**src/rtl/hazard_ctrl_if.sv**
```systemverilog
// ============================================================================
// Module : hazard_ctrl_if
// Brief  : Pipeline-side bundle between the datapath and the hazard controller.
// Rev    : 1.0
// ============================================================================
`default_nettype none

interface hazard_ctrl_if #(
    parameter int REG_ADDR_WIDTH = 5,
    parameter int CNT_WIDTH      = 32
);
    logic [REG_ADDR_WIDTH-1:0] Rs1D, Rs2D, Rs1E, Rs2E, RdE, RdM, RdW;
    logic                      RegWriteM, RegWriteW;
    logic [1:0]                ResultSrcE;
    logic                      PCSrcE;
    logic                      MemReqM, MemReadyM;
    logic [1:0]                ForwardAE, ForwardBE;
    logic                      StallF, StallD, StallE, StallM, StallW;
    logic                      FlushD, FlushE;
    logic                      mem_err;
    logic [CNT_WIDTH-1:0]      cyc_cnt, stall_cnt, flush_cnt;

    // Pipeline datapath side
    modport master (
        output Rs1D, Rs2D, Rs1E, Rs2E, RdE, RdM, RdW,
        output RegWriteM, RegWriteW, ResultSrcE, PCSrcE, MemReqM, MemReadyM,
        input  ForwardAE, ForwardBE, StallF, StallD, StallE, StallM, StallW,
        input  FlushD, FlushE, mem_err, cyc_cnt, stall_cnt, flush_cnt
    );

    // Hazard controller side
    modport slave (
        input  Rs1D, Rs2D, Rs1E, Rs2E, RdE, RdM, RdW,
        input  RegWriteM, RegWriteW, ResultSrcE, PCSrcE, MemReqM, MemReadyM,
        output ForwardAE, ForwardBE, StallF, StallD, StallE, StallM, StallW,
        output FlushD, FlushE, mem_err, cyc_cnt, stall_cnt, flush_cnt
    );
endinterface

`default_nettype wire

```
**src/rtl/hazard_ctrl.sv**
```systemverilog
// ============================================================================
// Module : hazard_ctrl
// Brief  : 5-stage pipeline hazard controller: forwarding, load-use stall,
//          branch flush, memory-wait freeze with timeout halt.
//          Optional performance counters enabled by `define HAZARD_PERF_EN.
// Rev    : 1.0
// ============================================================================
`default_nettype none

module hazard_ctrl #(
    parameter int REG_ADDR_WIDTH = 5,
    parameter int MEM_TIMEOUT    = 15,
    parameter int CNT_WIDTH      = 32
) (
    input  wire logic    clk,
    input  wire logic    rst,
    hazard_ctrl_if.slave bus
);

    localparam int                        c_WAIT_W  = $clog2(MEM_TIMEOUT + 1);
    localparam logic [c_WAIT_W-1:0]       c_TIMEOUT = c_WAIT_W'(MEM_TIMEOUT);
    localparam logic [REG_ADDR_WIDTH-1:0] c_X0      = '0;

    typedef enum logic [1:0] {
        S_RUN  = 2'd0,
        S_WAIT = 2'd1,
        S_HALT = 2'd2
    } state_t;

    state_t              r_state;
    logic [c_WAIT_W-1:0] r_wait_cnt;
    logic                r_mem_err;

    logic [1:0] w_fwd_a, w_fwd_b;
    logic       w_lw_stall, w_freeze;
    logic       w_stall_f, w_stall_d, w_stall_e, w_stall_m, w_stall_w;
    logic       w_flush_d, w_flush_e;

    always_comb begin
        w_fwd_a = 2'b00;
        if (bus.RegWriteM && bus.RdM != c_X0 && bus.RdM == bus.Rs1E)
            w_fwd_a = 2'b10;
        else if (bus.RegWriteW && bus.RdW != c_X0 && bus.RdW == bus.Rs1E)
            w_fwd_a = 2'b01;

        w_fwd_b = 2'b00;
        if (bus.RegWriteM && bus.RdM != c_X0 && bus.RdM == bus.Rs2E)
            w_fwd_b = 2'b10;
        else if (bus.RegWriteW && bus.RdW != c_X0 && bus.RdW == bus.Rs2E)
            w_fwd_b = 2'b01;

        if (rst) begin
            w_fwd_a = 2'b00;
            w_fwd_b = 2'b00;
        end
    end

    assign w_lw_stall = (bus.ResultSrcE == 2'b01) && (bus.RdE != c_X0) &&
                        ((bus.RdE == bus.Rs1D) || (bus.RdE == bus.Rs2D));
    assign w_freeze   = (bus.MemReqM && !bus.MemReadyM) || (r_state == S_HALT);

    // Priority: reset > freeze > taken branch > load-use
    always_comb begin
        w_stall_f = 1'b0;
        w_stall_d = 1'b0;
        w_stall_e = 1'b0;
        w_stall_m = 1'b0;
        w_stall_w = 1'b0;
        w_flush_d = 1'b0;
        w_flush_e = 1'b0;
        if (rst) begin
            w_flush_d = 1'b1;
            w_flush_e = 1'b1;
        end else if (w_freeze) begin
            w_stall_f = 1'b1;
            w_stall_d = 1'b1;
            w_stall_e = 1'b1;
            w_stall_m = 1'b1;
            w_stall_w = 1'b1;
        end else if (bus.PCSrcE) begin
            w_flush_d = 1'b1;
            w_flush_e = 1'b1;
        end else if (w_lw_stall) begin
            w_stall_f = 1'b1;
            w_stall_d = 1'b1;
            w_flush_e = 1'b1;
        end
    end

    // r_wait_cnt holds the number of WAIT cycles already spent, including this one
    always_ff @(posedge clk) begin
        if (rst) begin
            r_state    <= S_RUN;
            r_wait_cnt <= '0;
            r_mem_err  <= 1'b0;
        end else begin
            case (r_state)
                S_RUN: begin
                    if (bus.MemReqM && !bus.MemReadyM) begin
                        r_state    <= S_WAIT;
                        r_wait_cnt <= c_WAIT_W'(1);
                    end
                end
                S_WAIT: begin
                    if (bus.MemReadyM) begin
                        r_state    <= S_RUN;
                        r_wait_cnt <= '0;
                    end else if (r_wait_cnt == c_TIMEOUT) begin
                        r_state   <= S_HALT;
                        r_mem_err <= 1'b1;
                    end else begin
                        r_wait_cnt <= r_wait_cnt + 1'b1;
                    end
                end
                S_HALT: r_state <= S_HALT;
                default: begin
                    r_state    <= S_RUN;
                    r_wait_cnt <= '0;
                end
            endcase
        end
    end

`ifdef HAZARD_PERF_EN
    logic [CNT_WIDTH-1:0] r_cyc_cnt, r_stall_cnt, r_flush_cnt;

    always_ff @(posedge clk) begin
        if (rst) begin
            r_cyc_cnt   <= '0;
            r_stall_cnt <= '0;
            r_flush_cnt <= '0;
        end else begin
            r_cyc_cnt <= r_cyc_cnt + 1'b1;
            if (w_stall_f)
                r_stall_cnt <= r_stall_cnt + 1'b1;
            if (bus.PCSrcE && !w_freeze)
                r_flush_cnt <= r_flush_cnt + 1'b1;
        end
    end

    assign bus.cyc_cnt   = r_cyc_cnt;
    assign bus.stall_cnt = r_stall_cnt;
    assign bus.flush_cnt = r_flush_cnt;
`else
    assign bus.cyc_cnt   = {CNT_WIDTH{1'b0}};
    assign bus.stall_cnt = {CNT_WIDTH{1'b0}};
    assign bus.flush_cnt = {CNT_WIDTH{1'b0}};
`endif

    assign bus.ForwardAE = w_fwd_a;
    assign bus.ForwardBE = w_fwd_b;
    assign bus.StallF    = w_stall_f;
    assign bus.StallD    = w_stall_d;
    assign bus.StallE    = w_stall_e;
    assign bus.StallM    = w_stall_m;
    assign bus.StallW    = w_stall_w;
    assign bus.FlushD    = w_flush_d;
    assign bus.FlushE    = w_flush_e;
    assign bus.mem_err   = r_mem_err;

endmodule

`default_nettype wire
```
**src/flat_wrapper.sv**
```systemverilog
// flat-port wrapper written by rule: the top's interface ports become plain ports
module hazard_ctrl_flat 
#(
    parameter int REG_ADDR_WIDTH = 5,
    parameter int MEM_TIMEOUT    = 15,
    parameter int CNT_WIDTH      = 32
)
  (clk, rst, bus_Rs1D, bus_Rs2D, bus_Rs1E, bus_Rs2E, bus_RdE, bus_RdM, bus_RdW, bus_RegWriteM, bus_RegWriteW, bus_ResultSrcE, bus_PCSrcE, bus_MemReqM, bus_MemReadyM, bus_ForwardAE, bus_ForwardBE, bus_StallF, bus_StallD, bus_StallE, bus_StallM, bus_StallW, bus_FlushD, bus_FlushE, bus_mem_err, bus_cyc_cnt, bus_stall_cnt, bus_flush_cnt);
  hazard_ctrl_if #(.REG_ADDR_WIDTH(REG_ADDR_WIDTH), .CNT_WIDTH(CNT_WIDTH)) bus_i ();
  input  wire logic clk;
  input  wire logic rst;
  input wire logic [$bits(bus_i.Rs1D)-1:0] bus_Rs1D;
  input wire logic [$bits(bus_i.Rs2D)-1:0] bus_Rs2D;
  input wire logic [$bits(bus_i.Rs1E)-1:0] bus_Rs1E;
  input wire logic [$bits(bus_i.Rs2E)-1:0] bus_Rs2E;
  input wire logic [$bits(bus_i.RdE)-1:0] bus_RdE;
  input wire logic [$bits(bus_i.RdM)-1:0] bus_RdM;
  input wire logic [$bits(bus_i.RdW)-1:0] bus_RdW;
  input wire logic [$bits(bus_i.RegWriteM)-1:0] bus_RegWriteM;
  input wire logic [$bits(bus_i.RegWriteW)-1:0] bus_RegWriteW;
  input wire logic [$bits(bus_i.ResultSrcE)-1:0] bus_ResultSrcE;
  input wire logic [$bits(bus_i.PCSrcE)-1:0] bus_PCSrcE;
  input wire logic [$bits(bus_i.MemReqM)-1:0] bus_MemReqM;
  input wire logic [$bits(bus_i.MemReadyM)-1:0] bus_MemReadyM;
  output wire logic [$bits(bus_i.ForwardAE)-1:0] bus_ForwardAE;
  output wire logic [$bits(bus_i.ForwardBE)-1:0] bus_ForwardBE;
  output wire logic [$bits(bus_i.StallF)-1:0] bus_StallF;
  output wire logic [$bits(bus_i.StallD)-1:0] bus_StallD;
  output wire logic [$bits(bus_i.StallE)-1:0] bus_StallE;
  output wire logic [$bits(bus_i.StallM)-1:0] bus_StallM;
  output wire logic [$bits(bus_i.StallW)-1:0] bus_StallW;
  output wire logic [$bits(bus_i.FlushD)-1:0] bus_FlushD;
  output wire logic [$bits(bus_i.FlushE)-1:0] bus_FlushE;
  output wire logic [$bits(bus_i.mem_err)-1:0] bus_mem_err;
  output wire logic [$bits(bus_i.cyc_cnt)-1:0] bus_cyc_cnt;
  output wire logic [$bits(bus_i.stall_cnt)-1:0] bus_stall_cnt;
  output wire logic [$bits(bus_i.flush_cnt)-1:0] bus_flush_cnt;
  assign bus_i.Rs1D = bus_Rs1D;
  assign bus_i.Rs2D = bus_Rs2D;
  assign bus_i.Rs1E = bus_Rs1E;
  assign bus_i.Rs2E = bus_Rs2E;
  assign bus_i.RdE = bus_RdE;
  assign bus_i.RdM = bus_RdM;
  assign bus_i.RdW = bus_RdW;
  assign bus_i.RegWriteM = bus_RegWriteM;
  assign bus_i.RegWriteW = bus_RegWriteW;
  assign bus_i.ResultSrcE = bus_ResultSrcE;
  assign bus_i.PCSrcE = bus_PCSrcE;
  assign bus_i.MemReqM = bus_MemReqM;
  assign bus_i.MemReadyM = bus_MemReadyM;
  assign bus_ForwardAE = bus_i.ForwardAE;
  assign bus_ForwardBE = bus_i.ForwardBE;
  assign bus_StallF = bus_i.StallF;
  assign bus_StallD = bus_i.StallD;
  assign bus_StallE = bus_i.StallE;
  assign bus_StallM = bus_i.StallM;
  assign bus_StallW = bus_i.StallW;
  assign bus_FlushD = bus_i.FlushD;
  assign bus_FlushE = bus_i.FlushE;
  assign bus_mem_err = bus_i.mem_err;
  assign bus_cyc_cnt = bus_i.cyc_cnt;
  assign bus_stall_cnt = bus_i.stall_cnt;
  assign bus_flush_cnt = bus_i.flush_cnt;
  hazard_ctrl #(.REG_ADDR_WIDTH(REG_ADDR_WIDTH), .MEM_TIMEOUT(MEM_TIMEOUT), .CNT_WIDTH(CNT_WIDTH)) u_core (.clk(clk), .rst(rst), .bus(bus_i));
endmodule
```
**config.mk**
```make
export PLATFORM = sky130hd
export DESIGN_NAME = hazard_ctrl_flat
export DESIGN_NICKNAME = d
export VERILOG_FILES = /design/src/rtl/hazard_ctrl_if.sv /design/src/rtl/hazard_ctrl.sv /design/src/flat_wrapper.sv
export SDC_FILE = /design/constraint.sdc
export NUM_CORES = 1
export LEC_CHECK = 0
export ABC_AREA = 1
export CORE_UTILIZATION = 30
export CTS_CLUSTER_DIAMETER = 120
export CTS_CLUSTER_SIZE = 16
export DETAILED_ROUTE_END_ITERATION = 8
export GPL_TIMING_DRIVEN = 0
export PLACE_DENSITY = 0.78
export SYNTH_ARGS = -nofsm -noshare
export SYNTH_HDL_FRONTEND = slang
export SYNTH_SLANG_ARGS = --single-unit
```
**constraint.sdc**
```tcl
create_clock -name clk -period 1.6 [get_ports clk]
set_input_delay 0.32 -clock clk [delete_from_list [all_inputs] [get_ports clk]]
set_output_delay 0.32 -clock clk [all_outputs]
set_load 0.02 [all_outputs]
```
# Word level (Yosys, flattened, before mapping)
# Index checks and enable logic that the tools add are counted.
classes:
  n_bitwise: 2
  addsub: 1
  eq_ne: 13
  muxes: 26
  n_reduce_logical: 19
ops:
  columns: ["cell", "count"]
  rows:
  - ["$eq 5x5->1", 6]
  - ["$reduce_bool 5->1", 3]
  - ["$mux 1", 14]
  - ["$mux 2", 7]
  - ["$mux 4", 3]
  - ["$pmux 4 s3", 1]
  - ["$logic_and 1x1->1", 9]
  - ["$pmux 2 s3", 1]
  - ["$reduce_and 3->1", 2]
  - ["$add 4x1->4 const B", 1]
  - ["$eq 2x1->1 const B", 2]
  - ["$eq 4x4->1 const B", 1]
  - ["$ne 3x2->1 const B", 1]
  - ["$ne 3x3->1 const B", 1]
  - ["$eq 2x2->1 const B", 1]
  - ["$logic_not 2->1", 1]
  - ["$logic_or 1x1->1", 2]
  - ["$ne 2x1->1 const B", 1]
  - ["$not 1->1", 2]
  - ["$reduce_and 2->1", 1]
  - ["$logic_not 1->1", 1]
word_totals:
  output_inout_bits: 108
  register_bits: 7
  elab_cells: 64
  inputBits: 44

# Longest topological paths before layout
depth:
  ltp_word: 7
  mapped_depth: 9
  ltp_nobuf: 9

# Worst setup path after synthesis
# OpenSTA, ideal clock, no wires.
synth_path:
  kind: "input port to output port"
  from: "in bus_RdM[3]"
  to: "out bus_ForwardAE[1]"
  setup_slack_ns: 0.065
  arrival_ns: 1.215
  path_buffers: 0
  required_ns: 1.280
  path_stages: 4
  path_cell_list: "nor2_1 -> nand3_1 -> nand2_1 -> nor4_1"
synth_between:
  elab_chain_len: 5
  elab_cells_between_ends: 6
  classes_between: "1 x eq/ne; 2 x mux; 3 x reduce/logical"
synth_rtl:
  columns: ["item", "line", "text"]
  rows:
  - ["start, declared", "flat_wrapper.sv:17", "input wire logic [$bits(bus_i.RdM)-1:0] bus_RdM;"]
  - ["$reduce_bool 5->1", "hazard_ctrl.sv:41", "if (bus.RegWriteM && bus.RdM != c_X0 && bus.RdM == bus.Rs1E)"]
  - ["$logic_and 1x1->1", "hazard_ctrl.sv:41", null]
  - ["$logic_and 1x1->1 *", "hazard_ctrl.sv:41", null]
  - ["$mux 2 *", "hazard_ctrl.sv:41", null]
  - ["$mux 2 *", "hazard_ctrl.sv:52", "if (rst) begin"]
  - ["end, declared", "flat_wrapper.sv:25", "output wire logic [$bits(bus_i.ForwardAE)-1:0] bus_ForwardAE;"]
# Every way passes the cells marked *; elsewhere a longest branch is shown, timed or not.

# Final worst setup path
layout_path:
  from: "in bus_RdM[4]"
  to: "out bus_ForwardBE[0]"
layout_between:
  elab_chain_len: 5
  elab_cells_between_ends: 6
  classes_between: "1 x eq/ne; 2 x mux; 3 x reduce/logical"
layout_rtl:
  columns: ["item", "line", "text"]
  rows:
  - ["$reduce_bool 5->1", "hazard_ctrl.sv:47", "if (bus.RegWriteM && bus.RdM != c_X0 && bus.RdM == bus.Rs2E)"]
  - ["$logic_and 1x1->1", "hazard_ctrl.sv:47", null]
  - ["$logic_and 1x1->1 *", "hazard_ctrl.sv:47", null]
  - ["$mux 2 *", "hazard_ctrl.sv:47", null]
  - ["$mux 2 *", "hazard_ctrl.sv:52", null]
  - ["end, declared", "flat_wrapper.sv:26", "output wire logic [$bits(bus_i.ForwardBE)-1:0] bus_ForwardBE;"]
# Marks and branches as above.

==> out/metrics.csv <==
metric,value,unit
top cell type's share of synthesized area,44.0,%
Yosys cell types,22,
number of max-capacitance violations reported,0,
fraction of registers with async set or reset after synthesis,0,%
worst hold path endpoint,u_core.r_state[0]$_SDFFE_PP0P_,
pin count of the biggest net entering global routing,11,
total clock sinks,7,
wire length of the first global-routing pass,6040,µm
IO Count,152,
1st-iter DRT viols,52,
Post-synth top flop,dfxtp_1,
critical path arrival,1.27,ns
post-route total power,1.20,mW
Routed WL,3990,µm
Std-Cell Rows,27,
library cell contributing the largest single delay on the critical path,xnor2_4,
hold path startpoint,rst,
source of the worst register-to-register timing path,u_core.r_wait_cnt[0]$_SDFFE_PP0P_,
overall fraction of global-route tracks in use,12.3,%
Cells on Worst Hold Path,2,
setup repair after global routing missed its margin,yes,
post-layout utilization of the core,51.4,%
post-layout net count,474,
Die Area,5990,µm²
"Max FO, Critical Path",3,
vias in the first global route,1499,
HPWL after DPL,3320,µm
remaining global-route overflow,0,
"Hold-fix buffers, CTS",0,
antenna diode count,0,
depth of the most critical reg-to-reg path,9,
number of buffer and inverter stages on the critical path,3,
"Worst Path Class, Setup",in2out,
hold violation total from the final report,0,
"Clk pin slew, worst setup/hold paths",0.04,ns
ordered cell list for the critical path,buf_2 > xnor2_4 > nand3_4 > buf_6 > nor3_2 > nor2_1 > buf_4,
CTS tree,built,
part of the Yosys area used for sequential elements,8.22,%
die extent in y,77.4,µm
via-per-instance ratio,3.49,
delay contributed by the slowest stage of the critical path,0.19,ns
share of cells above drive strength 1,45.3,%
synthesized area,1710,µm²
CORE AREA,5510,µm²
leakage power,1.72,nW
detailed-route wire length per cell,7.97,µm
status,finished with violations,
Worst Path Required,1.28,ns
worst min-delay path class,in2reg,
chip width,77.4,µm
relative area change from synthesis to final layout,66.0,%
CP startpoint kind,primary input,
failing checks,design-rule violations,
H-Tree Level Count,1,
"top cells by area, synth","buf_4 (44%), nand2_1 (9.9%), xnor2_1 (9.8%)",
Max clock buf depth,2,
number of buffers created by CTS,3,
number of optimization iterations in the first detailed-route pass,6,
worst clock skew,0.00504,ns
Post-synth EDFFs,0,
shortest period the worst path allows,1.59,ns
number of standard cells after synthesis,271,
destination of the worst register-to-register timing path,u_core.r_wait_cnt[1]$_SDFFE_PP0P_,
number of antenna violations at the first check in global routing,0,
Port Buf Inserts,54,
starting density of the core,31.0,%
GP Congestion,0.817,
flip-flop and latch count after synthesis,7,
via count,1744,
post-detailed-route DRC marker count,2,
synth warn,0,
buffer cell driving the clock tree root,clkbuf_8,
Critical Path End Type,output pin,
register-to-register setup slack,0.38,ns
Synth area leader,buf_4,
share of the clock period used by the worst path,99.6,%
Post-Synthesis Mean Instance Area,6.29,µm²
post-detailed-route count of antenna-violating nets,0,
total power per unit cell area,423,nW/µm²
worst skew pair latency,0.23,ns
number of setup violations in the final report,0,
cell type group with the largest total delay on the critical path,buffers and inverters,
maximum resistive drop on vdd,0.000178,V
achievable frequency,628,MHz
Max Slew Vio Count,0,
-- power breakdown --
group	internal (mW)	leakage [nW]	switching, mW
combinational	0.337	1.64	0.426
clock	0.172	0.0228	0.0756
sequential	0.182	0.0579	0.00575
-- state kept, by name (all words and copies together) (netlist names) --
signal / flops
u_core.r_wait_cnt: 4
u_core.r_state: 2
u_core.bus.mem_err: 1
-- worst max-delay path by stage --
| stage | start | endpoint | slack [ns] | depth (start not counted) |
|---|---|---|---|---|
| after floorplan | bus_RdM[3] | bus_ForwardAE[1] | 0.06 | 4 |
| after global placement | bus_RdM[3] | bus_ForwardAE[1] | -0.87 | 6 |
| after detailed placement | bus_RdE[3] | bus_StallF | -0.88 | 11 |
| after CTS | bus_RdW[1] | bus_ForwardBE[0] | 0.003 | 7 |
| after global routing | bus_RdW[3] | bus_ForwardBE[0] | -0.04 | 7 |
| final | bus_RdM[4] | bus_ForwardBE[0] | 0.007 | 7 |
-- cell usage after synthesis, types with 3 or more instances --
cell     number
a21oi_1       5
nand4_1       3
o21ai_0       6
dfxtp_1       7
nand2_1      45
nor2_1       24
nand3_1      12
nand2_2       4
inv_1        28
nor3_1        3
nor2_4        3
buf_4       100
xnor2_1      19
-- what timing repair did --
item / in CTS / in global routing
resized for setup: 181 / 43
pin swaps: 46 / 26
cloned: 0 / 0
setup endpoints to repair: 11 / 11
setup buffers: 5 / 0
-- worst reg2reg max path, cell delays in order, from the launching register on --
cell and delay, ns:
dfxtp_1 0.33, ha_1 0.21, nand2_1 0.10, nor2_1 0.06, nand2_2 0.09, nand2_2 0.07, nor2_2 0.12, nand2_1 0.06
nand2_1 0.05, nor2_1 0.03
-- logic make-up after synthesis --
kind of cell | synth area share [%]
and+or+nand+nor | 26.8
buffers and inverters | 50.6
adders and majority gates | 0.734
AOI/OAI and AO/OA | 3.67
xor gates and xnor gates | 9.76
DFF | 8.22
other | 0.220
-- metal layers --
| metal | track usage (%) | share of wire (%) | up-vias |
|---|---|---|---|
| met2 | 25.7 | 55 | 88 |
| met4 | 4.72 | 0.50 | 0 |
| met5 | 0 | 0 | - |
| li1 | - | - | 944 |
| met3 | 2.82 | 10 | 2 |
| met1 | 11.2 | 34 | 710 |
-- stage by stage --
stage | setup TNS, ns | cells | hold WS (ns) | setup WS [ns] | cell area [µm²]
after floorplan | 0 | 366 | 0.467 | 0.0650 | 2060
after global placement | -8.16 | 492 | 0.445 | -0.873 | 2690
after detailed placement | -8.14 | 492 | 0.455 | -0.882 | 2690
after CTS | 0 | 500 | 0.392 | 0.00257 | 2770
after global routing | -0.103 | 500 | 0.423 | -0.0417 | 2830
final | 0 | 500 | 0.407 | 0.00674 | 2830
-- area by class of cell --
type                       count  area [µm²]
tap                           72        90.1
inverter                      30         113
multi-input combinational    229        1260
fill                         569        2680
sequential                     7         143
clock buffer                   4        45.0
timing repair buffer          59         435
buffer                        99         743
-- cell usage in the layout, fill, tap and decap left out, types with 2 or more instances in the layout --
cell / count
buf_4: 110
conb_1: 96
nand2_1: 39
nor2_1: 22
inv_1: 22
buf_2: 18
xnor2_2: 9
nand3_1: 9
nand2_2: 9
xnor2_1: 8
inv_2: 8
clkbuf_2: 8
o21ai_0: 6
a21oi_1: 5
clkdlybuf4s15_1: 5
dlygate4sd2_1: 5
dfxtp_1: 5
nor2_4: 4
buf_6: 4
nor3_2: 3
nand4_1: 3
clkbuf_8: 3
clkdlybuf4s15_2: 3
clkdlybuf4s50_1: 3
xnor2_4: 2
nand3_2: 2
or2_2: 2
nor2_2: 2
nor4_4: 2
dfxtp_2: 2
(Power assumes the default switching activity.)
